===== config.mk =====
export PLATFORM = sky130hd
export DESIGN_NAME = control_seq
export DESIGN_NICKNAME = d
export VERILOG_FILES = /design/src/rtl/control_seq_pkg.sv /design/src/rtl/control_watchdog.sv /design/src/rtl/control_seq.sv
export SDC_FILE = /design/constraint.sdc
export NUM_CORES = 1
export LEC_CHECK = 0
export ABC_CLOCK_PERIOD_IN_PS = 4500
export CORE_MARGIN = 4
export CORE_UTILIZATION = 53
export DETAILED_ROUTE_END_ITERATION = 8
export GPL_TIMING_DRIVEN = 0
export PLACE_DENSITY = 0.83
export SLEW_MARGIN = 20
export SYNTH_ARGS = -nofsm -noshare
export SYNTH_HDL_FRONTEND = slang
export SYNTH_SLANG_ARGS = --single-unit

===== constraint.sdc =====
create_clock -name clk_i -period 4.5 [get_ports clk_i]
set_clock_uncertainty 0.1 [all_clocks]
set_input_delay 1.125 -clock clk_i [delete_from_list [all_inputs] [get_ports clk_i]]
set_output_delay 1.125 -clock clk_i [all_outputs]
set_load 0.005 [all_outputs]

===== src/rtl/control_seq_pkg.sv =====
// Shared definitions for the tiny5 control sequencer: instruction classes,
// address-select encoding, trap cause codes and the FSM state/Moore types.
package control_seq_pkg;

  typedef enum logic [2:0] {
    CLASS_ALU     = 3'd0,
    CLASS_BRANCH  = 3'd1,
    CLASS_JUMP    = 3'd2,
    CLASS_SYSTEM  = 3'd3,
    CLASS_MULDIV  = 3'd4,
    CLASS_LOAD    = 3'd5,
    CLASS_STORE   = 3'd6,
    CLASS_ILLEGAL = 3'd7
  } instr_class_t;

  typedef enum logic {
    ADDR_PC  = 1'b0,
    ADDR_ALU = 1'b1
  } mem_addr_sel_t;

  localparam int CAUSE_FETCH_FAULT = 1;
  localparam int CAUSE_ILLEGAL     = 2;
  localparam int CAUSE_LOAD_FAULT  = 5;
  localparam int CAUSE_STORE_FAULT = 7;
  localparam int CAUSE_EXT_IRQ     = 11;

  typedef enum logic [2:0] {
    ST_RESET       = 3'd0,
    ST_FETCH_ISSUE = 3'd1,
    ST_FETCH_WAIT  = 3'd2,
    ST_DECODE      = 3'd3,
    ST_EXEC_WAIT   = 3'd4,
    ST_MEM_WAIT    = 3'd5,
    ST_TRAP        = 3'd6,
    ST_ERROR       = 3'd7
  } seq_state_t;

  // Outputs that depend on the state alone; registered from the next state.
  typedef struct packed {
    logic          pc_we;
    logic          mem_rd;
    mem_addr_sel_t addr_sel;
    logic          trap;
    logic          halted;
  } moore_out_t;

  function automatic moore_out_t moore_outputs(seq_state_t s);
    moore_out_t m;
    m = '0;
    case (s)
      ST_FETCH_ISSUE: m.mem_rd = 1'b1;
      ST_MEM_WAIT:    m.addr_sel = ADDR_ALU;
      ST_TRAP: begin
        m.pc_we = 1'b1;
        m.trap  = 1'b1;
      end
      ST_ERROR:       m.halted = 1'b1;
      default:        m = '0;
    endcase
    return m;
  endfunction

endpackage


===== src/rtl/control_watchdog.sv =====
// Bus-timeout watchdog: counts busy cycles while a memory wait is in
// progress, saturating at LIMIT. expired_o means LIMIT busy cycles have
// already elapsed in the current wait.
module control_watchdog #(
  parameter int LIMIT = 64
) (
  input  logic clk_i,
  input  logic reset_i,
  input  logic clear_i,
  input  logic count_i,
  output logic expired_o
);

  localparam int W = $clog2(LIMIT + 1);
  localparam logic [W-1:0] LIMIT_V = W'(LIMIT);

  logic [W-1:0] count_q, count_d;

  // Next count: clear has priority, then saturating increment.
  always_comb begin
    count_d = count_q;
    if (clear_i) begin
      count_d = '0;
    end else if (count_i && (count_q != LIMIT_V)) begin
      count_d = count_q + W'(1);
    end
  end

  // Counter register.
  always_ff @(posedge clk_i) begin
    if (reset_i) begin
      count_q <= '0;
    end else begin
      count_q <= count_d;
    end
  end

  assign expired_o = (count_q == LIMIT_V);

endmodule


===== src/rtl/control_seq.sv =====
// tiny5 multi-cycle control sequencer: fetch, decode, execute, memory access,
// precise traps, bus-timeout watchdog and double-fault halt.
// Optional feature macro: CONTROL_SEQ_IRQ_EN (external interrupt trap at
// instruction retirement). Without it irq_i/irq_enable_i are ignored.
module control_seq
  import control_seq_pkg::*;
#(
  parameter int MEM_TIMEOUT  = 64,
  parameter int RESET_CYCLES = 2,
  parameter int TRAP_CAUSE_W = 5
) (
  input  logic                    clk_i,
  input  logic                    reset_i,
  input  logic [2:0]              instr_class_i,
  input  logic                    rd_we_req_i,
  input  logic                    mem_busy_i,
  input  logic                    mem_error_i,
  input  logic                    exec_busy_i,
  input  logic                    irq_i,
  input  logic                    irq_enable_i,
  output logic                    pc_we_o,
  output logic                    ir_we_o,
  output logic                    regfile_we_o,
  output logic                    mem_rd_enable_o,
  output logic                    mem_wr_enable_o,
  output logic                    mem_addr_sel_o,
  output logic                    exec_start_o,
  output logic                    pc_trap_sel_o,
  output logic                    trap_o,
  output logic [TRAP_CAUSE_W-1:0] trap_cause_o,
  output logic                    halted_o
);

  localparam int RCW    = $clog2(RESET_CYCLES + 1);
  localparam int CODE_W = TRAP_CAUSE_W - 1;
  localparam logic [RCW-1:0] RESET_LOAD = RCW'(RESET_CYCLES - 1);

  localparam logic [TRAP_CAUSE_W-1:0] C_FETCH = {1'b0, CODE_W'(CAUSE_FETCH_FAULT)};
  localparam logic [TRAP_CAUSE_W-1:0] C_ILL   = {1'b0, CODE_W'(CAUSE_ILLEGAL)};
  localparam logic [TRAP_CAUSE_W-1:0] C_LOAD  = {1'b0, CODE_W'(CAUSE_LOAD_FAULT)};
  localparam logic [TRAP_CAUSE_W-1:0] C_STORE = {1'b0, CODE_W'(CAUSE_STORE_FAULT)};
  localparam logic [TRAP_CAUSE_W-1:0] C_IRQ   = {1'b1, CODE_W'(CAUSE_EXT_IRQ)};

  seq_state_t              state_q, state_d;
  logic [RCW-1:0]          rst_cnt_q;
  logic [TRAP_CAUSE_W-1:0] cause_q, cause_d;
  logic                    in_trap_fetch_q;
  logic                    exec_skip_q;
  logic                    is_store_q, is_store_d;
  moore_out_t              moore_q;

  instr_class_t cls;
  logic         in_mem_wait;
  logic         wd_expired;
  logic         mem_fault;
  logic         irq_take;
  logic         retire;
  logic         pc_we_c, ir_we_c, rf_we_c, rd_c, wr_c, sel_c, start_c;

  assign cls         = instr_class_t'(instr_class_i);
  assign in_mem_wait = (state_q == ST_FETCH_WAIT) || (state_q == ST_MEM_WAIT);

  // Cleared whenever we are outside a wait state, so every wait starts at 0.
  control_watchdog #(
    .LIMIT(MEM_TIMEOUT)
  ) u_watchdog (
    .clk_i     (clk_i),
    .reset_i   (reset_i),
    .clear_i   (!in_mem_wait),
    .count_i   (mem_busy_i),
    .expired_o (wd_expired)
  );

  // Error and timeout are indistinguishable; both beat completion.
  assign mem_fault = mem_error_i | (mem_busy_i & wd_expired);

`ifdef CONTROL_SEQ_IRQ_EN
  assign irq_take = irq_i & irq_enable_i;
`else
  logic unused_irq;
  assign unused_irq = irq_i ^ irq_enable_i;
  assign irq_take   = 1'b0;
`endif

  // Next-state, trap cause selection and input-dependent enables.
  always_comb begin
    state_d    = state_q;
    cause_d    = cause_q;
    is_store_d = is_store_q;
    retire     = 1'b0;
    pc_we_c    = 1'b0;
    ir_we_c    = 1'b0;
    rf_we_c    = 1'b0;
    rd_c       = 1'b0;
    wr_c       = 1'b0;
    sel_c      = 1'b0;
    start_c    = 1'b0;
    case (state_q)
      ST_RESET: begin
        if (rst_cnt_q == '0) state_d = ST_FETCH_ISSUE;
      end
      ST_FETCH_ISSUE: state_d = ST_FETCH_WAIT;
      ST_FETCH_WAIT: begin
        if (mem_fault) begin
          if (in_trap_fetch_q) begin
            state_d = ST_ERROR;
          end else begin
            state_d = ST_TRAP;
            cause_d = C_FETCH;
          end
        end else if (!mem_busy_i) begin
          ir_we_c = 1'b1;
          state_d = ST_DECODE;
        end
      end
      ST_DECODE: begin
        case (cls)
          CLASS_MULDIV: begin
            start_c = 1'b1;
            state_d = ST_EXEC_WAIT;
          end
          CLASS_LOAD: begin
            rd_c       = 1'b1;
            sel_c      = 1'b1;
            is_store_d = 1'b0;
            state_d    = ST_MEM_WAIT;
          end
          CLASS_STORE: begin
            wr_c       = 1'b1;
            sel_c      = 1'b1;
            is_store_d = 1'b1;
            state_d    = ST_MEM_WAIT;
          end
          CLASS_ILLEGAL: begin
            state_d = ST_TRAP;
            cause_d = C_ILL;
          end
          default: begin
            rf_we_c = rd_we_req_i;
            pc_we_c = 1'b1;
            retire  = 1'b1;
          end
        endcase
      end
      ST_EXEC_WAIT: begin
        // The first cycle after the start pulse is skipped: busy is not yet valid.
        if (!exec_skip_q && !exec_busy_i) begin
          rf_we_c = rd_we_req_i;
          pc_we_c = 1'b1;
          retire  = 1'b1;
        end
      end
      ST_MEM_WAIT: begin
        sel_c = 1'b1;
        if (mem_fault) begin
          state_d = ST_TRAP;
          cause_d = is_store_q ? C_STORE : C_LOAD;
        end else if (!mem_busy_i) begin
          rf_we_c = !is_store_q && rd_we_req_i;
          pc_we_c = 1'b1;
          retire  = 1'b1;
        end
      end
      ST_TRAP:  state_d = ST_FETCH_ISSUE;
      ST_ERROR: state_d = ST_ERROR;
      default:  state_d = ST_RESET;
    endcase
    // Retirement: writes above still happen; a pending interrupt redirects to TRAP.
    if (retire) begin
      if (irq_take) begin
        state_d = ST_TRAP;
        cause_d = C_IRQ;
      end else begin
        state_d = ST_FETCH_ISSUE;
      end
    end
  end

  // FSM state, bookkeeping flags and registered Moore outputs.
  always_ff @(posedge clk_i) begin
    if (reset_i) begin
      state_q         <= ST_RESET;
      rst_cnt_q       <= RESET_LOAD;
      cause_q         <= '0;
      in_trap_fetch_q <= 1'b0;
      exec_skip_q     <= 1'b0;
      is_store_q      <= 1'b0;
      moore_q         <= '0;
    end else begin
      state_q     <= state_d;
      cause_q     <= cause_d;
      is_store_q  <= is_store_d;
      moore_q     <= moore_outputs(state_d);
      exec_skip_q <= (state_q == ST_DECODE) && (state_d == ST_EXEC_WAIT);
      if ((state_q == ST_RESET) && (rst_cnt_q != '0)) begin
        rst_cnt_q <= rst_cnt_q - RCW'(1);
      end
      if (state_q == ST_TRAP) begin
        in_trap_fetch_q <= 1'b1;
      end else if (ir_we_c) begin
        in_trap_fetch_q <= 1'b0;
      end
    end
  end

  assign pc_we_o         = moore_q.pc_we | pc_we_c;
  assign ir_we_o         = ir_we_c;
  assign regfile_we_o    = rf_we_c;
  assign mem_rd_enable_o = moore_q.mem_rd | rd_c;
  assign mem_wr_enable_o = wr_c;
  assign mem_addr_sel_o  = (moore_q.addr_sel == ADDR_ALU) | sel_c;
  assign exec_start_o    = start_c;
  assign pc_trap_sel_o   = moore_q.trap;
  assign trap_o          = moore_q.trap;
  assign trap_cause_o    = cause_q;
  assign halted_o        = moore_q.halted;

endmodule


# After elaboration in Yosys (flattened, before gate mapping)
# Cells that the tools add are included.
[classes]
n_reduce_logical = 20
n_eq_ne = 22
mux = 40
addsub = 2
n_bitwise = 6
[op_table]
columns = ["operator", "n"]
rows = [
  ["$eq 3x3->1 const B", 12],
  ["$mux 1", 23],
  ["$pmux 3 s7", 1],
  ["$mux 5", 4],
  ["$mux 3", 5],
  ["$pmux 5 s3", 1],
  ["$pmux 3 s3", 1],
  ["$add 7x1->7 const B", 1],
  ["$eq 7x7->1 const B", 1],
  ["$ne 7x7->1 const B", 1],
  ["$eq 3x1->1 const B", 2],
  ["$eq 3x2->1 const B", 2],
  ["$ne 2x2->1 const B", 3],
  ["$pmux 1 s3", 2],
  ["$reduce_bool 2->1", 3],
  ["$logic_and 1x1->1", 5],
  ["$reduce_and 5->1", 1],
  ["$or 1x1->1", 4],
  ["$pmux 1 s2", 2],
  ["$reduce_or 2->1", 2],
  ["$reduce_or 4->1", 1],
  ["$logic_not 1->1", 3],
  ["$logic_not 3->1", 1],
  ["$reduce_bool 3->1", 1],
  ["8 further kinds", 8],
]
[totals]
output_inout_bits = 15
elab_cells = 101
reg_bits = 24
input_bits = 11

# Logic depth before layout (Yosys ltp)
# Gate-level depths: netlist (run 1).
[logic_depth]
word_depth = 8
ltp_mapped = 7
depth_no_buf = 7

# By module
# A second synthesis (run 1) with hierarchy kept.
[hier_totals]
hier_cells = 149
hier_area_um2 = 1221.2
[by_module_without_submodules]
columns = ["mod", "seq_area_each_um2", "area_per_inst_um2", "cells_per_inst", "instances"]
rows = [
  ["control_seq", 300.3, 869.6, 107, 1],
  ["control_watchdog", 140.1, 351.6, 42, 1],
]

# Worst setup path after synthesis (run 1)
# OpenSTA, ideal clock, no wires.
[synth_path]
kind = "in2out"
start = "input mem_busy_i"
end = "output regfile_we_o"
t_arrival_ns = 1.768
slack_ns = 1.507
n_path_buf = 1
path_stages = 3
required_time_ns = 3.275
path_cell_list = "clkbuf_1 > o31ai_1 > and3_1"
[synth_between]
elab_chain_cells = 4
elab_cells_between_ends = 5
cone_classes = "mux: 3; bitwise: 2"
[synth_lines]
columns = ["item", "line", "text"]
rows = [
  ["from (decl)", "control_seq.sv:16", "input logic mem_busy_i,"],
  ["$and 1x1->1", "control_seq.sv:75", "assign mem_fault = mem_error_i | (mem_busy_i & wd_expired);"],
  ["$or 1x1->1", "control_seq.sv:75", ""],
  ["$mux 1 (*)", "control_seq.sv:155", "if (mem_fault) begin"],
  ["$pmux 1 s3 (*)", "control_seq.sv:98", "case (state_q)"],
  ["to (decl)", "control_seq.sv:23", "output logic regfile_we_o,"],
]
# Every way passes the cells marked *; elsewhere a longest branch is shown, timed or not.

# Worst setup path after layout (run 1)
[layout_path]
start = "input instr_class_i[2]"
end = "output pc_we_o"
[layout_between]
elab_chain_cells = 5
elab_cells_between_ends = 8
cone_classes = "eq/ne: 4; mux: 2; bitwise: 1; reduce/logical: 1"
[layout_lines]
columns = ["item", "line", "text"]
rows = [
  ["from (decl)", "control_seq.sv:14", "input logic [2:0] instr_class_i,"],
  ["$eq 3x3->1", "control_seq.sv:117", "case (cls)"],
  ["$reduce_or 4->1 (no source line) (*)", "--", ""],
  ["$mux 1 (*)", "control_seq.sv:117", ""],
  ["$pmux 1 s3 (*)", "control_seq.sv:98", ""],
  ["$or 1x1->1 (*)", "control_seq.sv:206", "assign pc_we_o = moore_q.pc_we | pc_we_c;"],
  ["to (decl)", "control_seq.sv:21", "output logic pc_we_o,"],
]
# Marked as above.

==> impl_summary.log, run 1 <==
INFO  metric final_antenna_net_count = 0
INFO  metric detailedRoute.firstIterationViolations = 15
INFO  metric max_cap_violations = 0
INFO  metric worstSetupEndpointType = primary output
INFO  metric drc_errors_left = 0
INFO  metric cp.required = 3.27 ns
INFO  metric dp_hpwl = 1958 microns
INFO  metric cts_setup_buffers = 0
INFO  metric worst_skew_pair_latency = 0.32 ns
INFO  metric met1_usage = 0.2652
INFO  metric drive_above_1_share = 0.08929
INFO  metric ff_latch_count_synth = 22
INFO  metric asyncSetResetFlopFracSynth = 0
INFO  metric die_x_extent = 54.91 microns
INFO  metric grtUsageMet3 = 0.05094
INFO  metric vias_after_detailed_routing = 1,075
INFO  metric final_hold_viol_count = 0
INFO  metric grt_use_total = 0.2070
INFO  metric layout.core_utilization = 0.7172
INFO  metric outcome = finished clean
INFO  metric setup.reg_to_reg.worst_slack = 2.41 ns
INFO  metric top_ports = 26
INFO  metric worst-setup-path-type = in -> out
INFO  metric clk_pin_slew = 0.12 ns
INFO  metric tns = 0 ns
INFO  metric maximum_number_of_pins_on_one_net_before_global_route_repair = 13
INFO  metric layout.cells.most_common_list = dfxtp_1, clkdlybuf4s50_1, a21oi_1, nor2_1, nand2_1
INFO  metric min_period_over_period = 0.9043
INFO  metric cts_tree = built
INFO  metric seq_area = 440.4 sq um
INFO  metric synth.largest_area_cell = dfxtp_1
INFO  metric max-clock-path-buffers = 2
INFO  metric area_delta_synth_final = 24.36%
INFO  metric timing_max_transition_violations_final = 0
INFO  metric worstMarginPinSlew = 0.6031 ns
INFO  metric placement.io_buffers = 21
INFO  metric timing.critical_path.arrival = 2.84 ns
INFO  metric dp_slack = 0.4389 ns
INFO  metric post_cts_resize_count = 0
INFO  metric netlist_instances = 142
INFO  metric grt_pass1_wl = 4471 microns
INFO  metric multi_input_area = 659.4 sq um
INFO  metric critPathLaunchType = input pin
INFO  metric slew_headroom = 0.5942
INFO  metric synth.top_cells.by_area = dfxtp_1, a21oi_1, nor3_1, nor2_1, nand2_1
INFO  metric pwr_density_cell = 375.6 nW/um^2
INFO  metric floorplan.die.height = 54.91 microns
INFO  metric worst_ir_drop_vdd = 0.0002953 V
INFO  metric clkSinkCount = 22
INFO  metric post_synth_instance_area = 1166 sq um
INFO  metric drt-total-wl = 2561 microns
INFO  metric num_antenna_cells = 0
INFO  metric clock.fmax = 245.7 MHz
INFO  metric route.detailed.wl_per_inst = 13.13 microns
INFO  metric setup_slack = 0.4306 ns
INFO  metric ys.warnings.count = 0
INFO  metric path_type_of_the_worst_min_delay_path = reg -> reg
INFO  metric ctsHtreeMaxLevel = 1
INFO  metric clock_power_share = 0.205
INFO  metric first_global_vias = 1,041
INFO  metric layout.nets = 183
INFO  metric post_syn_area_per_cell = 8.212 sq um
INFO  metric cts_hold_buffers = 0
INFO  metric power.internal = 362.8 uW
INFO  metric netSwitchingFraction = 0.3339
INFO  metric cts.root.buffer_cell = clkbuf_4
INFO  metric floorplan.initialDensity = 0.5767
INFO  metric dr.pass1.iters = 4
INFO  metric yosysUniqueCellTypes = 42
INFO  metric synthFlopType = dfxtp_1
INFO  metric core-area = 2022 sq um
INFO  metric p_comb_frac = 0.372
INFO  metric min_period = 4.069 ns
INFO  metric cts-buffers-inserted = 3
INFO  metric post_drt_via_cell_ratio = 5.513
INFO  metric filler_cell_count = 180
INFO  metric globalplace.congestion = 0.8510
INFO  metric total_power = 544.7 uW
INFO  metric synth-edff-count = 0
INFO  metric grt_overflow_total = 0
INFO  metric setup_repair_after_global_routing_missed_its_margin = no
INFO  metric report.final.setup_viol = 0
INFO  metric switchingPower = 181.9 uW
INFO  metric cellLeakagePower = 0.0005375 uW
INFO  metric top_usage_layer = met2
INFO  metric seq_power_share = 0.423
INFO  metric final_common_cell = dfxtp_1
INFO  metric synth.yosys.seq_area_share = 0.3777
INFO  metric number_of_antenna_violations_at_the_first_check_in_global_routing = 0
INFO  metric synth.top_cell.area_share = 0.3777
INFO  metric core.rowCount = 16
INFO  metric cp_max_fo = 5
INFO  metric design.die.area = 3015 sq um
INFO  metric globalRouteMet2Util = 0.3228
==> stage by stage <==
stage / hold WS [ns] / instance area [sq um] / cells
2_1_floorplan: 0.3587 / 1170 / 143
3_3_place_gp: 0.3682 / 1414 / 191
3_5_place_dp: 0.3968 / 1414 / 191
4_1_cts: 0.4147 / 1450 / 195
5_1_grt: 0.4336 / 1450 / 195
6_report: 0.4062 / 1450 / 195
==> power by group through the flow <==
| stage | combinational, uW | sequential, uW | clock (uW) |
|---|---|---|---|
| 6_report | 203 | 231 | 111 |
| 5_1_grt | 231 | 233 | 123 |
| 4_1_cts | 204 | 231 | 115 |
| 3_5_place_dp | 201 | 235 | 0 |
| 3_3_place_gp | 198 | 235 | 0 |
| 2_1_floorplan | 144 | 232 | 0 |
==> registers in the layout (all words and copies together) (netlist names) <==
register            flops
trap_cause_o            3
rst_cnt_q               2
u_watchdog.count_q      7
pc_trap_sel_o           1
exec_skip_q             1
moore_q                 2
state_q                 3
in_trap_fetch_q         1
halted_o                1
is_store_q              1
==> final timing paths <==
| path | endpoint | cells after the start | from |
|---|---|---|---|
| worst max-delay path | pc_we_o | 6 | instr_class_i[2] |
| worst min-delay path | rst_cnt_q[1] | 2 | rst_cnt_q[1] |
| worst max register to register | moore_q[3] | 7 | u_watchdog.count_q[0] |
| worst min register to register | rst_cnt_q[1] | 2 | rst_cnt_q[1] |
==> cell type report <==
type	count	share of cell area
Multi-Input combinational cell	107	0.4547
Sequential cell	22	0.3037
Timing Repair Buffer	21	0.1450
Buffer	8	0.03279
Clock buffer	4	0.02502
Tap cell	27	0.02330
Inverter	6	0.01553
==> synthesized netlist by cell type, types with 2 or more instances <==
master / n
dfxtp_1: 22
and2_1: 3
nor3_1: 9
o21a_1: 2
buf_4: 4
nand3_1: 2
and3_1: 3
nand4_1: 2
a31o_2: 2
nand2_1: 11
a211oi_1: 2
nor2b_1: 4
a21o_1: 3
ha_1: 3
inv_1: 5
nor2_1: 12
buf_2: 2
a21oi_1: 12
clkbuf_1: 2
or3_1: 2
nand2b_1: 5
xnor2_1: 3
xor2_1: 2
a31oi_1: 2
o21ai_0: 6
==> worst max-delay path, cell delays in order <==
cell and delay [ns]:
clkdlybuf4s50_1 0.54, nor2b_1 0.08, a22oi_1 0.31, o31a_1 0.28
nand2b_1 0.07, clkdlybuf4s50_1 0.44
==> per-layer routing <==
| metal | wire length [microns] | vias to the layer above | part of all wire |
|---|---|---|---|
| met2 | 1132 | 30 | 0.44 |
| met1 | 1192 | 485 | 0.47 |
| li1 | - | 553 | - |
| met4 | 54 | 0 | 0.021 |
| met5 | 0 | - | 0 |
| met3 | 182 | 7 | 0.071 |
==> cell families after synthesis <==
family,synth area share
other,0.003216
adders and majority gates,0.03219
AOI/OAI and AO/OA,0.2049
xor gates and xnor gates,0.03756
DFF,0.3777
and+or+nand+nor,0.2843
buffers and inverters,0.06009
Power figures use the tool's default switching activity.
==> run 2: changes to the inputs <==
- CAP_MARGIN: unset -> 10
- GPL_TIMING_DRIVEN: 0 -> unset
==> run 2 against run 1 <==
Net effect: flip-flop and latch count unchanged; critical endpoint unchanged; utilization down 3.0 points; setup slack better by 0.028 ns; register-to-register slack is essentially flat.
==> impl_summary.log, run 2 (same netlist as run 1, synthesis figures left out) <==
INFO  metric outcome = finished clean (unchanged)
INFO  metric core-area = 2022 sq um (unchanged)
INFO  metric worst-setup-path-type = in -> out (unchanged)
INFO  metric drive_above_1_share = 0.05031 (was 0.08929)
INFO  metric max_cap_violations = 0 (unchanged)
INFO  metric route.detailed.wl_per_inst = 13.23 microns (was 13.13 microns)
INFO  metric placement.io_buffers = 21 (unchanged)
INFO  metric cp.required = 3.27 ns (about the same)
INFO  metric grt_use_total = 0.1889 (was 0.2070)
INFO  metric post_drt_via_cell_ratio = 5.753 (was 5.513)
INFO  metric crit_path_start = instr_class_i[2] (unchanged)
INFO  metric critPathLaunchType = input pin (unchanged)
INFO  metric floorplan.die.height = 54.91 microns (unchanged)
INFO  metric slew_headroom = 0.6135 (was 0.5942)
INFO  metric design.die.area = 3015 sq um (unchanged)
INFO  metric setup.reg_to_reg.worst_slack = 2.41 ns (about the same)
INFO  metric floorplan.initialDensity = 0.5767 (unchanged)
INFO  metric globalplace.congestion = 0.8563 (was 0.8510)
INFO  metric endpoint = pc_we_o (unchanged)
INFO  metric rr_endpoint = moore_q[3] (unchanged)
INFO  metric final_hold_viol_count = 0 (unchanged)
INFO  metric die_x_extent = 54.91 microns (unchanged)
INFO  metric dp_hpwl = 1823 microns (was 1958 microns)
INFO  metric cp_max_fo = 5 (unchanged)
INFO  metric grt_pass1_wl = 4084 microns (was 4471 microns)
INFO  metric cts_hold_buffers = 0 (unchanged)
INFO  metric num_antenna_cells = 0 (unchanged)
INFO  metric timing_max_transition_violations_final = 0 (unchanged)
INFO  metric layout.cells.most_common_list = dfxtp_1, clkdlybuf4s50_1, a21oi_1, nor2_1, nand2_1 (unchanged)
INFO  metric dr.pass1.iters = 4 (unchanged)
INFO  metric top_ports = 26 (unchanged)
INFO  metric worst_skew_pair_latency = 0.31 ns (was 0.32 ns)
INFO  metric min_period = 4.041 ns (was 4.069 ns)
INFO  metric vias_after_detailed_routing = 1,070 (was 1,075)
INFO  metric timing.critical_path.arrival = 2.82 ns (was 2.84 ns)
INFO  metric cellLeakagePower = 0.0004956 uW (was 0.0005375 uW)
INFO  metric worstSetupEndpointType = primary output (unchanged)
INFO  metric grt_overflow_total = 0 (unchanged)
INFO  metric final_common_cell = dfxtp_1 (unchanged)
INFO  metric final_antenna_net_count = 0 (unchanged)
INFO  metric post_cts_resize_count = 0 (unchanged)
INFO  metric clk_pin_slew = 0.11 ns (was 0.12 ns)
INFO  metric area_delta_synth_final = 19.10% (was 24.36%)
INFO  metric ctsHtreeMaxLevel = 1 (unchanged)
INFO  metric clkSinkCount = 22 (unchanged)
INFO  metric min_period_over_period = 0.8981 (was 0.9043)
INFO  metric worstRegToRegCells = 7 (unchanged)
INFO  metric largest_register = u_watchdog.count_q (unchanged)
INFO  metric path_type_of_the_worst_min_delay_path = reg -> reg (unchanged)
INFO  metric cts-buffers-inserted = 3 (unchanged)
INFO  metric final.hold.worst_slack = 0.4051 ns (was 0.4062 ns)
INFO  metric regToRegStartpoint = u_watchdog.count_q[0] (unchanged)
INFO  metric drc_errors_left = 0 (unchanged)
INFO  metric cts_setup_buffers = 0 (unchanged)
INFO  metric max-clock-path-buffers = 2 (unchanged)
INFO  metric layout.nets = 175 (was 183)
INFO  metric worst_ir_drop_vdd = 0.0002681 V (was 0.0002953 V)
INFO  metric drt-total-wl = 2461 microns (was 2561 microns)
INFO  metric core.rowCount = 16 (unchanged)
INFO  metric report.final.setup_viol = 0 (unchanged)
INFO  metric first_global_vias = 971 (was 1,041)
INFO  metric number_of_antenna_violations_at_the_first_check_in_global_routing = 0 (unchanged)
INFO  metric clock.fmax = 247.4 MHz (was 245.7 MHz)
INFO  metric detailedRoute.firstIterationViolations = 25 (was 15)
INFO  metric pwr_density_cell = 369.2 nW/um^2 (was 375.6 nW/um^2)
INFO  metric cts.root.buffer_cell = clkbuf_4 (unchanged)
INFO  metric worstMarginPinSlew = 0.5744 ns (was 0.6031 ns)
INFO  metric maximum_number_of_pins_on_one_net_before_global_route_repair = 17 (was 13)
INFO  metric setup_repair_after_global_routing_missed_its_margin = no (unchanged)
INFO  metric largest_register_ffs = 7 (unchanged)
INFO  metric cts_tree = built (unchanged)
INFO  metric tns = 0 ns (unchanged)
==> run 2: cell count changes in the layout (fill, tap and decap cells not counted) <==
cell and delta:
clkbuf_1 -2, buf_4 -4, clkbuf_8 -1, buf_2 -2
==> run 2: worst max-delay path, cell delays in order <==
cell,delay [ns]
clkdlybuf4s50_1,0.54
nor2b_1,0.07
a22oi_1,0.29
o31a_1,0.26
nand2b_1,0.08
clkdlybuf4s50_1,0.45
==> run 2: cell type report <==
class / count / area [sq um]
multi-input cells: 107 / 659.4
flip-flops and latches: 22 / 440.4
well taps: 27 / 33.78
inverters: 6 / 22.52
fillers: 186 / 633.1
clock buffers: 3 / 22.52
repair buffers: 21 / 210.2
==> run 2: power breakdown <==
group	switching (uW)	total [uW]	internal, uW
clock network	57.0	88.3	31.3
logic	89.7	178	88.2
registers	29.3	246	217
total	176	513	337
==> run 2: how the worst min path moves through the flow <==
stage	from	to	slack (ns)	cells after the start
after floorplan	u_watchdog.count_q[6]	u_watchdog.count_q[6]	0.36	2
after global placement	u_watchdog.count_q[6]	u_watchdog.count_q[6]	0.37	2
after detailed placement	u_watchdog.count_q[1]	u_watchdog.count_q[1]	0.39	2
after CTS	rst_cnt_q[1]	rst_cnt_q[1]	0.41	2
after global routing	trap_cause_o[2]	trap_cause_o[2]	0.45	2
final	rst_cnt_q[1]	rst_cnt_q[1]	0.41	2
==> run 2: routing by layer <==
metal | wire (microns) | track usage
met1 | 1189 | 0.2401
met5 | 0 | 0
met2 | 1041 | 0.2874
met3 | 182 | 0.04021
met4 | 47 | 0.1215
==> run 2: stage by stage <==
| stage | instance area [sq um] | utilization | power (uW) | cells | setup WS, ns |
|---|---|---|---|---|---|
| after global placement | 1366 | 0.6757 | 422.2 | 183 | 0.4907 |
| after floorplan | 1170 | - | 375.8 | 143 | 1.507 |
| after global routing | 1389 | 0.6869 | 549.1 | 186 | 0.3547 |
| after detailed placement | 1366 | 0.6757 | 425.6 | 183 | 0.4664 |
| final | 1389 | 0.6869 | 512.7 | 186 | 0.4587 |
| after CTS | 1389 | 0.6869 | 515.4 | 186 | 0.4706 |
==> run 3: changes to the inputs <==
- CORE_MARGIN: 4 -> 2
- MAX_ROUTING_LAYER: unset -> met4
==> run 3 against run 2 <==
Net effect: flip-flop and latch count unchanged; clock power up 73%; final cell count up 0.54%; largest cell class unchanged; critical path type unchanged.
==> impl_summary.log, run 3 (same netlist as run 1, synthesis figures left out) <==
INFO  metric outcome = finished clean (unchanged)
INFO  metric core-area = 2022 sq um (unchanged)
INFO  metric critical-path-top-cell-by-count = clkdlybuf4s50_1 (unchanged)
INFO  metric vias_after_detailed_routing = 1,112 (was 1,070)
INFO  metric worst_hold_path.endpoint = rst_cnt_q[1] (unchanged)
INFO  metric grt_overflow_total = 0 (unchanged)
INFO  metric post_cts_resize_count = 0 (unchanged)
INFO  metric design.die.area = 2591 sq um (was 3015 sq um)
INFO  metric layout.nets = 175 (unchanged)
INFO  metric placement.io_buffers = 21 (unchanged)
INFO  metric cp_peak_stage_delay = 0.53 ns (was 0.54 ns)
INFO  metric cpMaxStageDelayCell = clkdlybuf4s50_1 (unchanged)
INFO  metric met1_usage = 0.2794 (was 0.2401)
INFO  metric seq_power_share = 0.424 (was 0.481)
INFO  metric power.internal = 395.3 uW (was 336.7 uW)
INFO  metric floorplan.die.height = 50.91 microns (was 54.91 microns)
INFO  metric worst_skew_pair_latency = 0.32 ns (was 0.31 ns)
INFO  metric min-delay-start = rst_cnt_q[1] (unchanged)
INFO  metric clock.fmax = 248.9 MHz (was 247.4 MHz)
INFO  metric top_ports = 26 (unchanged)
INFO  metric num_antenna_cells = 0 (unchanged)
INFO  metric cts.root.buffer_cell = clkbuf_4 (unchanged)
INFO  metric grtUsageMet3 = 0.03509 (was 0.04021)
INFO  metric cts_setup_buffers = 0 (unchanged)
INFO  metric setup_repair_after_global_routing_missed_its_margin = no (unchanged)
INFO  metric p_comb_frac = 0.314 (was 0.347)
INFO  metric switchingPower = 186.7 uW (was 176.0 uW)
INFO  metric grt_use_total = 0.2306 (was 0.1889)
INFO  metric setup.reg_to_reg.worst_slack = 2.37 ns (was 2.41 ns)
INFO  metric cts_hold_buffers = 0 (unchanged)
INFO  metric area_delta_synth_final = 21.67% (was 19.10%)
INFO  metric path_type_of_the_worst_min_delay_path = reg -> reg (unchanged)
INFO  metric critPathLaunchType = input pin (unchanged)
INFO  metric final_antenna_net_count = 0 (unchanged)
INFO  metric globalRouteMet2Util = 0.3723 (was 0.2874)
INFO  metric rr_endpoint = moore_q[3] (unchanged)
INFO  metric cp_max_fo = 5 (unchanged)
INFO  metric cellLeakagePower = 0.0005097 uW (was 0.0004956 uW)
INFO  metric drc_errors_left = 0 (unchanged)
INFO  metric tns = 0 ns (unchanged)
INFO  metric drive_above_1_share = 0.05625 (was 0.05031)
INFO  metric number_of_antenna_violations_at_the_first_check_in_global_routing = 0 (unchanged)
INFO  metric worstRegToRegCells = 7 (unchanged)
INFO  metric min_period = 4.018 ns (was 4.041 ns)
INFO  metric timing.critical_path.arrival = 2.79 ns (was 2.82 ns)
INFO  metric top_usage_layer = met2 (unchanged)
INFO  metric dr.pass1.iters = 4 (unchanged)
INFO  metric min_path_cells = 2 (unchanged)
INFO  metric maximum_number_of_pins_on_one_net_before_global_route_repair = 17 (unchanged)
INFO  metric clk_pin_slew = 0.12 ns (was 0.11 ns)
INFO  metric route.detailed.wl_per_inst = 13.82 microns (was 13.23 microns)
INFO  metric worstMarginPinSlew = 0.5514 ns (was 0.5744 ns)
INFO  metric report.final.setup_viol = 0 (unchanged)
INFO  metric drt-total-wl = 2584 microns (was 2461 microns)
INFO  metric max-clock-path-buffers = 2 (unchanged)
INFO  metric numPlacedInstances = 183 (unchanged)
INFO  metric final_common_cell = dfxtp_1 (unchanged)
INFO  metric layout.cells.most_common_list = dfxtp_1, clkdlybuf4s50_1, a21oi_1, nor2_1, nand2_1 (unchanged)
INFO  metric die_x_extent = 50.91 microns (was 54.91 microns)
INFO  metric detailedRoute.firstIterationViolations = 32 (was 25)
INFO  metric dp_hpwl = 1865 microns (was 1823 microns)
INFO  metric cts_tree = built (unchanged)
INFO  metric globalplace.congestion = 0.8981 (was 0.8563)
INFO  metric post_drt_via_cell_ratio = 5.947 (was 5.753)
INFO  metric grt_pass1_wl = 4395 microns (was 4084 microns)
INFO  metric timing_max_transition_violations_final = 0 (unchanged)
INFO  metric first_global_vias = 1,028 (was 971)
INFO  metric layoutNonFillerInstCount = 187 (was 186)
INFO  metric ctsHtreeMaxLevel = 1 (unchanged)
INFO  metric regToRegStartpoint = u_watchdog.count_q[0] (unchanged)
INFO  metric worstSetupEndpointType = primary output (unchanged)
INFO  metric slew_headroom = 0.6290 (was 0.6135)
INFO  metric core.rowCount = 16 (unchanged)
INFO  metric largest_register_ffs = 7 (unchanged)
INFO  metric clkSinkCount = 22 (unchanged)
INFO  metric pwr_density_cell = 410.2 nW/um^2 (was 369.2 nW/um^2)
INFO  metric cts-buffers-inserted = 3 (unchanged)
INFO  metric largest_register = u_watchdog.count_q (unchanged)
INFO  metric path_cells = clkdlybuf4s50_1 -> nor2b_1 -> a22oi_1 -> o31a_1 -> nand2b_1 -> clkdlybuf4s50_1 (unchanged)
INFO  metric cp.required = 3.27 ns (about the same)
INFO  metric worst_ir_drop_vdd = 0.0002573 V (was 0.0002681 V)
INFO  metric max_cap_violations = 0 (unchanged)
INFO  metric cp_num_buf_inv = 2 (unchanged)
INFO  metric worst-setup-path-type = in -> out (unchanged)
INFO  metric netSwitchingFraction = 0.3208 (was 0.3433)
INFO  metric floorplan.initialDensity = 0.5767 (unchanged)
INFO  metric final_hold_viol_count = 0 (unchanged)
INFO  metric min_period_over_period = 0.8928 (was 0.8981)
INFO  metric worst_path_dominant_cell_family = buffers and inverters (unchanged)
INFO  metric clock_power_share = 0.262 (was 0.172)
run 3: changes by cell type in the layout (fill, tap and decap cells not counted):
cell	before	now
bufinv_16	0	1
run 3: how the worst max path moves through the flow:
stage,start,endpoint,cells after the start
6_report,instr_class_i[2],pc_we_o,6
5_1_grt,mem_busy_i,regfile_we_o,4
4_1_cts,mem_busy_i,regfile_we_o,4
3_5_place_dp,mem_busy_i,regfile_we_o,4
3_3_place_gp,instr_class_i[2],pc_we_o,6
2_1_floorplan,mem_busy_i,regfile_we_o,3
run 3: layer usage:
| layer | wire length, microns | share of wire |
|---|---|---|
| met5 | 0 | 0 |
| met4 | 76 | 0.029 |
| met3 | 147 | 0.057 |
| met2 | 1237 | 0.48 |
| met1 | 1123 | 0.43 |
run 3: tightest hold or removal path, delay by kind of cell (launching register included):
family | cells | cell delay, ns
AND/OR/NAND/NOR | 1 | 0.09
flip-flops | 1 | 0.33
AO/OA/AOI/OAI | 1 | 0.06
run 3: area by class of cell:
cell class	count	area [sq um]
flip-flops and latches	22	440.4
fillers	167	603.1
clock buffers	3	22.52
repair buffers	21	210.2
clock inverters	1	30.03
multi-input cells	107	659.4
well taps	27	33.78
inverters	6	22.52
run 3: per-stage QoR:
step / util / area [sq um] / total power [uW] / hold slack [ns] / setup WS (ns)
after CTS: 0.7017 / 1419 / 584.4 / 0.4202 / 0.4892
after global routing: 0.7017 / 1419 / 618.8 / 0.4555 / 0.4146
after floorplan: - / 1170 / 375.8 / 0.3587 / 1.507
after detailed placement: 0.6757 / 1366 / 425.5 / 0.3879 / 0.4937
final: 0.7017 / 1419 / 582.1 / 0.4200 / 0.4823
after global placement: 0.6757 / 1366 / 421.6 / 0.3668 / 0.4916
run 3: power groups by stage:
stage,logic (uW),clock network [uW],registers (uW)
5_1_grt,202,165,252
6_report,183,153,247
3_3_place_gp,172,0,250
3_5_place_dp,175,0,251
2_1_floorplan,144,0,232
4_1_cts,181,158,246
==> variant, RTL diff (config.mk and constraints of run 1) <==
Register the input `mem_error_i` before use, without a reset. The logic sees it one clock later. The other inputs are not delayed to match.
--- a/src/rtl/control_seq.sv
+++ b/src/rtl/control_seq.sv
@@ -42,4 +42,10 @@
   localparam logic [TRAP_CAUSE_W-1:0] C_IRQ   = {1'b1, CODE_W'(CAUSE_EXT_IRQ)};
 
+  logic mem_error_q;
+
+  always_ff @(posedge clk_i) begin
+    mem_error_q <= mem_error_i;
+  end
+
   seq_state_t              state_q, state_d;
   logic [RCW-1:0]          rst_cnt_q;
@@ -73,5 +79,5 @@
 
   // Error and timeout are indistinguishable; both beat completion.
-  assign mem_fault = mem_error_i | (mem_busy_i & wd_expired);
+  assign mem_fault = mem_error_q | (mem_busy_i & wd_expired);
 
 `ifdef CONTROL_SEQ_IRQ_EN
Check against the original RTL: not equivalent (Yosys sat finds a counterexample within 4 cycles, from zero or initial values and one cycle with reset_i high).
==> variant against run 1 <==
  * Synthesized area increased by 9.0%
  * Core utilization decreased by 3.6 points
  * Sequential cell count increased by 1
  * Final area increased by 6.0%
  * Register-to-register slack improved by 180 ps
  * Combinational power increased by 10%
  * Worst setup slack got worse by 67 ps
  * Clock power decreased by 14%
  * Global-route usage decreased by 3.5 points
  * Total power increased by 2.9%
  * Via count increased by 2.2%
  * Routed wire length increased by 2.7%
  * Hold slack got worse by 32 ps
  * Largest power group unchanged
  * Highest routed layer unchanged
==> variant: results (changes against run 1) <==
----------------------------------------------------
[GRT]
  All-Layer GR Usage ... 17.2% (-3.5 points)
  Wire length of the first global-routing pass ... 4550 um (+1.9%)
  Global Route met3 Usage ... 3.85% (-1.2 points)
  Global-route track usage on met1 ... 23.1% (-3.5 points)
  Vias in the first global route ... 1038 (-0.29%)

[Place]
  Final RePlAce weighted congestion ... 0.858 (+0.81%)
  Dpl cell area ... 1510 um^2 (+6.8%)
  Total half-perimeter wirelength after legalization and detailed placement ... 2070 um (+5.4%)
  Pre-CTS setup slack ... 388 ps (-51.1 ps)

[Final layout]
  Ratio of cells with drive above 1 in the final layout ... 14.5% (+5.5 points)
  Synthesis-to-layout area growth ... 20.9%
  Number of nets in the layout ... 181 (-1.1%)
  Fillcell total ... 204 (+13%)

[Worst setup path]
  Worst Setup EP ... regfile_we_o
  FF-to-FF End ... exec_skip_q
  Signal arrival time at the worst endpoint ... 2910 ps (+70 ps)
  Reg-to-reg setup timing slack ... 2590 ps (+180 ps)
  Origin of the critical flop-to-flop path ... u_watchdog.count_q[2]
  Depth of the worst register-to-register path ... 5 (-2)

[Hold path]
  End point of the most critical hold path ... trap_cause_o[0]
  Hold Path Origin ... trap_cause_o[0]

[Yosys]
  Synthesized-area fraction occupied by ao, oa, aoi and oai cells ... 19.2% (-1.3 points)
  Fraction of the yosys area taken by sequential cells ... 36.2% (-1.5 points)
  Adder and majority cell fraction of the synthesized area ... 2.95% (-0.27 points)
  Post-synthesis mux area share ... 0.787% (+0.79 points)
  Biggest area contributors in the synthesized netlist ... sky130_fd_sc_hd__dfxtp_1, sky130_fd_sc_hd__nor2_1, sky130_fd_sc_hd__nor4b_4
  Area share of xor/xnor cells in the synthesized design ... 3.44% (-0.31 points)
  Post-synthesis cell type count ... 48 (+14%)

[Route]
  Metal2 WL ... 1260 um (+11%)
  Overall via count from detail_route ... 1099 (+2.2%)
  Routed metal-1 wirelength ... 1200 um (+0.59%)
  Initial drt markers ... 14 (-1)

[Power and ir drop]
  Static leakage ... 0.000551 uW (+2.5%)

[STA]
  Share of the cycle needed by the critical path after routing ... 91.9% (+1.5 points)

[Outcome]
  Run status ... complete, no violations

----------------------------------------------------
[variant: cell types whose count changed after synthesis, moves of 4 or more]
cell | run 1 | this run
sky130_fd_sc_hd__nor2_1 | 12 | 18
sky130_fd_sc_hd__a21oi_1 | 12 | 6
sky130_fd_sc_hd__nand2_1 | 11 | 7
sky130_fd_sc_hd__inv_1 | 5 | 9
sky130_fd_sc_hd__nor3_1 | 9 | 5
[variant: area by class of cell]
class | instances | share of cell area, %
buffer | 8 | 3.58
inverter | 9 | 2.20
multi-input combinational | 102 | 47.2
timing repair buffer | 20 | 13.0
tap | 28 | 2.28
clock buffer | 4 | 1.71
sequential | 23 | 30.0
[variant: report_power, final]
group	switching (uW)	internal, uW	total (uW)
Clock	60.5	34.5	95.0
Combinational	113	112	224
Sequential	15.0	226	241
[variant: metrics by stage]
stage                     hold slack (ps)  instances
after floorplan                       350        142
after global placement                346        190
after detailed placement              364        190
after CTS                             383        194
after global routing                  409        194
final                                 374        194
